`src/rtl/led_scan_controller.sv`:
```
// Purpose: HUB75-style LED panel scanner that queries a painter per pixel and drives the panel strobes.
// Latency: row period = 194 + ON_CYCLES clocks (192 shift, 1 blank, 1 latch, ON_CYCLES display).
// Backpressure: enable low stops scanning only at the next row boundary; a started row always completes.
module led_scan_controller #(
  parameter int unsigned ON_CYCLES = 256,
  parameter int unsigned SUBFRAMES = 256
) (
  input  logic        clk,
  input  logic        reset,
  input  logic        enable,
  output logic [5:0]  x,
  output logic [5:0]  y,
  output logic [12:0] frame,
  output logic [7:0]  subframe,
  input  logic [2:0]  rgb,
  output logic [2:0]  panel_rgb0,
  output logic [2:0]  panel_rgb1,
  output logic [4:0]  panel_addr,
  output logic        panel_sclk,
  output logic        panel_lat,
  output logic        panel_oe_n
);

  typedef enum logic [2:0] {
    S_IDLE,
    S_SHIFT,
    S_BLANK,
    S_LATCH,
    S_DISPLAY
  } state_t;

  localparam logic [15:0] ON_LAST  = 16'(ON_CYCLES - 1);
  localparam logic [7:0]  SUB_LAST = 8'(SUBFRAMES - 1);

  state_t      r_state;
  state_t      w_state_nxt;
  logic [1:0]  r_phase;
  logic [4:0]  r_row;
  logic [15:0] r_cnt;
  logic [5:0]  r_x;
  logic [5:0]  r_y;
  logic [12:0] r_frame;
  logic [7:0]  r_subframe;
  logic [2:0]  r_rgb0;
  logic [2:0]  r_rgb1;
  logic [4:0]  r_addr;
  logic        r_sclk;
  logic        r_lat;
  logic        r_oe_n;

  logic        w_last_col;
  logic        w_disp_done;
  logic        w_row_wrap;
  logic        w_sub_wrap;
  logic        w_sclk_nxt;
  logic        w_lat_nxt;
  logic        w_oe_n_nxt;

  assign w_last_col  = (r_x == 6'd63);
  assign w_disp_done = (r_cnt == ON_LAST);
  assign w_row_wrap  = (r_row == 5'd31);
  assign w_sub_wrap  = (r_subframe == SUB_LAST);

  assign x          = r_x;
  assign y          = r_y;
  assign frame      = r_frame;
  assign subframe   = r_subframe;
  assign panel_rgb0 = r_rgb0;
  assign panel_rgb1 = r_rgb1;
  assign panel_addr = r_addr;
  assign panel_sclk = r_sclk;
  assign panel_lat  = r_lat;
  assign panel_oe_n = r_oe_n;

  // Next state plus the strobe values for the coming cycle (strobes are registered so the panel never sees decode glitches).
  always_comb begin
    w_state_nxt = r_state;
    w_sclk_nxt  = 1'b0;
    w_lat_nxt   = 1'b0;
    w_oe_n_nxt  = 1'b1;
    case (r_state)
      S_IDLE: begin
        if (enable) w_state_nxt = S_SHIFT;
      end
      S_SHIFT: begin
        // Phase 1 is always followed by phase 2, the shift-clock-high cycle.
        if (r_phase == 2'd1) w_sclk_nxt = 1'b1;
        if (r_phase == 2'd2 && w_last_col) w_state_nxt = S_BLANK;
      end
      S_BLANK: begin
        w_state_nxt = S_LATCH;
        w_lat_nxt   = 1'b1;
      end
      S_LATCH: begin
        w_state_nxt = S_DISPLAY;
        w_oe_n_nxt  = 1'b0;
      end
      S_DISPLAY: begin
        if (w_disp_done) w_state_nxt = enable ? S_SHIFT : S_IDLE;
        else             w_oe_n_nxt  = 1'b0;
      end
      default: w_state_nxt = S_IDLE;
    endcase
  end

  // State register and registered panel strobes.
  always_ff @(posedge clk or posedge reset) begin
    if (reset) begin
      r_state <= S_IDLE;
      r_sclk  <= 1'b0;
      r_lat   <= 1'b0;
      r_oe_n  <= 1'b1;
    end else begin
      r_state <= w_state_nxt;
      r_sclk  <= w_sclk_nxt;
      r_lat   <= w_lat_nxt;
      r_oe_n  <= w_oe_n_nxt;
    end
  end

  // Datapath: painter query coordinates, shift data capture, row/subframe/frame counters.
  always_ff @(posedge clk or posedge reset) begin
    if (reset) begin
      r_phase    <= 2'd0;
      r_row      <= 5'd0;
      r_cnt      <= 16'd0;
      r_x        <= 6'd0;
      r_y        <= 6'd0;
      r_frame    <= 13'd0;
      r_subframe <= 8'd0;
      r_rgb0     <= 3'd0;
      r_rgb1     <= 3'd0;
      r_addr     <= 5'd0;
    end else begin
      case (r_state)
        S_SHIFT: begin
          case (r_phase)
            2'd0: begin
              r_rgb0  <= rgb;
              r_y     <= {1'b1, r_row};
              r_phase <= 2'd1;
            end
            2'd1: begin
              r_rgb1  <= rgb;
              r_phase <= 2'd2;
            end
            default: begin
              r_phase <= 2'd0;
              // x stays at 63 after the last column; it is rewound at display exit.
              if (!w_last_col) begin
                r_x <= r_x + 6'd1;
                r_y <= {1'b0, r_row};
              end
            end
          endcase
        end
        S_BLANK: begin
          r_addr <= r_row;
          r_cnt  <= 16'd0;
        end
        S_DISPLAY: begin
          if (w_disp_done) begin
            r_cnt <= 16'd0;
            r_row <= r_row + 5'd1;
            r_x   <= 6'd0;
            r_y   <= {1'b0, r_row + 5'd1};
            if (w_row_wrap) begin
              if (w_sub_wrap) begin
                r_subframe <= 8'd0;
                r_frame    <= r_frame + 13'd1;
              end else begin
                r_subframe <= r_subframe + 8'd1;
              end
            end
          end else begin
            r_cnt <= r_cnt + 16'd1;
          end
        end
        default: ;
      endcase
    end
  end

endmodule

```
`config.mk`:
```
export PLATFORM = sky130hd
export DESIGN_NAME = led_scan_controller
export DESIGN_NICKNAME = d
export VERILOG_FILES = /design/src/rtl/led_scan_controller.sv
export SDC_FILE = /design/constraint.sdc
export NUM_CORES = 1
export LEC_CHECK = 0
export ABC_CLOCK_PERIOD_IN_PS = 2600
export CAP_MARGIN = 20
export CORE_UTILIZATION = 35
export CTS_CLUSTER_DIAMETER = 60
export CTS_CLUSTER_SIZE = 16
export DETAILED_ROUTE_END_ITERATION = 10
export PLACE_DENSITY = 0.69
export SYNTH_ARGS = -nofsm -noshare
export SYNTH_HDL_FRONTEND = slang
export SYNTH_SLANG_ARGS = --single-unit
export TNS_END_PERCENT = 100
```
`constraint.sdc`:
```
create_clock -name clk -period 2.6 [get_ports clk]
set_clock_uncertainty 0.2 [all_clocks]
set_input_delay 0.26 -clock clk [delete_from_list [all_inputs] [get_ports clk]]
set_output_delay 0.26 -clock clk [all_outputs]
set_load 0.02 [all_outputs]
```
==> results.toml <==
[run_status]
status = "finished clean"

[detailed_routing]
firstDrtPassIters = 4
antenna_left = 0
wl_per_cell_um = 15.3
drt_iter0_drc = 146
vias_per_cell = 5.48
vias = 2995
remaining_drc_errors = 0
wl_mm = 8.39

[sta]
rsz0062_at_grt = "no"
setup_violations = 0
max_slew.worst_pin.slew_ps = 626
finalHoldViolations = 0
slew_headroom = 0.581
fin_crit_ps = 2530
max_freq_ghz = 0.395
hold_ws_ps = 112
finalMaxSlewViolations = 0
period_share = 0.975

[floorplanning]
dieArea_mm2 = 0.0108
initial_core_util = 0.366
rows = 36
core_area_mm2 = 0.00991
ioPinCount = 53
fp.dieW_um = 104
die_y_um = 104

[grt]
first_global_vias = 2953
antenna_found_initial = 0
grt_first_pass_wirelength_mm = 14.4
grt_max_degree = 74
grt_overflow = 0
track_usage = 0.163

[layout]
fillers = 943
antenna_cells = 0
drive_gt1_frac = 0.169
mostFrequentLayoutCells = "dfrtp_1 (72), clkdlybuf4s50_1 (52), nand2_1 (28), mux2_2 (21), nand3_1 (19)"
syn_to_final_growth_pct = 29.0
final_common_cell = "dfrtp_1"
fin_nets = 421

[logic_synthesis]
synth_edf_count = 0
ys_ff_latch = 73
syn_nets = 351
synthDistinctLibCells = 49
synth_top_area_share = 0.497
synthTopCellsByArea = "dfrtp_1 (50%), mux2_2 (6.5%), xor2_1 (3.4%), a31oi_1 (2.9%), nand2_1 (2.9%)"
yosysSeqAreaShare = 0.504
syn_area_per_cell_um2 = 10.7
synth_flop_cell = "dfrtp_1"
synth.largest_area_cell = "dfrtp_1"
synthesis.instances = 339
syn_area_mm2 = 0.00362
ys.warnings.count = 0
synthArstFlopShare = 1.00

[critical_path]
max_stage_delay_ps = 550
critical_path.cell_chain = "or4_4 -> or4_4 -> buf_12 -> o41ai_1 -> o41ai_1"
crit_type = "reg -> reg"
crit_arrival_ps = 2540
slowest_stage = "or4_4"
cp_max_fo = 31
startpoint_type = "flip-flop"
cp-end-kind = "flip-flop"
required_ps = 2610

[cts]
cts_hold_buf = 0
cts_sinks = 73
tritoncts = "done"
worstSkewPairLatency_ps = 350
root_buffer = "clkbuf_8"
cts_buffer_depth = 2
cts_made_buffers = 9
clk_pin_slew_ps = 80
h-tree-depth = 3

[hold_path]
hp-class = "in -> async"

[placement]
dp_hpwl_mm = 5.69
finalWeightedCongestion = 0.807
io_buffers = 52

[power]
ir_drop_mv = 0.251
p_total_mw = 2.18
power.density_mw_per_mm2 = 467
cellLeakagePower_nw = 2.06

[run]
cap_viol_max_count = 0
## Yosys cell counts (all sizes together), types with 2 or more instances
| cell | n |
|---|---|
| dfrtp | 72 |
| nand2 | 28 |
| mux2 | 21 |
| nand3 | 19 |
| a31oi | 17 |
| xor2 | 14 |
| o21ai | 13 |
| nand4 | 12 |
| nor4 | 12 |
| nor2 | 10 |
| clkbuf | 9 |
| and2 | 8 |
| xnor2 | 8 |
| a21oi | 7 |
| inv | 7 |
| nor3 | 7 |
| a41oi | 6 |
| and3 | 6 |
| and4 | 6 |
| ha | 6 |
| buf | 5 |
| or4 | 5 |
| a21o | 4 |
| or3 | 4 |
| nor2b | 3 |
| o31ai | 3 |
| o41ai | 3 |
| a211o | 2 |
| a22o | 2 |
| nand2b | 2 |
| nor3b | 2 |
| o21a | 2 |
| o2bb2ai | 2 |
| or2 | 2 |
| or3b | 2 |
## power by group
group	internal, mW	leakage, nW	switching (mW)
combinational	0.0212	0.968	0.0323
clock	0.544	0.107	0.443
sequential	1.14	0.984	0.00235
total	1.70	2.06	0.477
## per-layer routing
| metal | share of wire | GRT usage |
|---|---|---|
| met5 | 0 | 0 |
| met1 | 0.48 | 0.221 |
| met4 | 0.018 | 0.0653 |
| met3 | 0.035 | 0.0346 |
| met2 | 0.46 | 0.256 |
## sequential cells by signal, summed over array words and instances (netlist names)
signal / flops
frame: 13
panel_addr: 5
panel_lat: 1
panel_oe_n: 1
panel_rgb0: 3
panel_rgb1: 3
panel_sclk: 1
r_cnt: 16
r_phase: 2
r_row: 5
r_state: 3
subframe: 8
x: 6
y: 6
## kinds of logic (layout without fill, tap and decap cells)
group,count (synthesis),in the layout,share of synthesized area
buf+inv,21,96,0.0249
simple gates,132,132,0.210
xor+xnor,22,22,0.0532
mux,22,22,0.0680
fa+ha+maj,6,6,0.0207
compound gates,63,63,0.119
flops,73,73,0.504
## critical path: cells and delay by family (launching register included)
family / cells / cell delay, ps
compound gates: 2 / 520
buf+inv: 1 / 200
flops: 1 / 380
simple gates: 2 / 1100
## per-stage QoR
stage	TNS (ps)	util	cells	cell area [um2]	worst slack [ps]
finish	0	0.472	547	4670	65.4
global route	0	0.472	547	4670	10.4
CTS	0	0.471	547	4670	64.2
detailed placement	-1.94	0.449	531	4450	-1.94
global placement	0	0.449	531	4450	108
floorplan	0	-	339	3620	101
## cell type report
cell class	count	area (um2)	area share
Tap cell	133	166	0.0356
Clock buffer	10	128	0.0273
Sequential cell	73	1830	0.391
Multi-Input combinational cell	245	1720	0.368
Timing Repair Buffer	73	716	0.153
Clock inverter	6	90.1	0.0193
Inverter	7	26.3	0.00562
## final timing paths
path / depth (start not counted) / start / end / slack, ps
hold / removal: 3 / reset / panel_addr[1] / 110
setup / recovery: 5 / r_cnt[11] / subframe[5] / 70
hold reg to reg: 1 / r_cnt[15] / r_cnt[15] / 290
setup reg to reg: 5 / r_cnt[11] / subframe[5] / 70
min in group clk: 1 / r_cnt[15] / r_cnt[15] / 290
max in group asynchronous: 3 / reset / panel_oe_n / 1740
## timing repair
action	4_1_cts	5_1_grt
hold endpoints to repair	0	0
resized for setup	1	1
buffers inserted	0	0
endpoints found under the setup margin	2	1
Power figures use the tool's default switching activity.
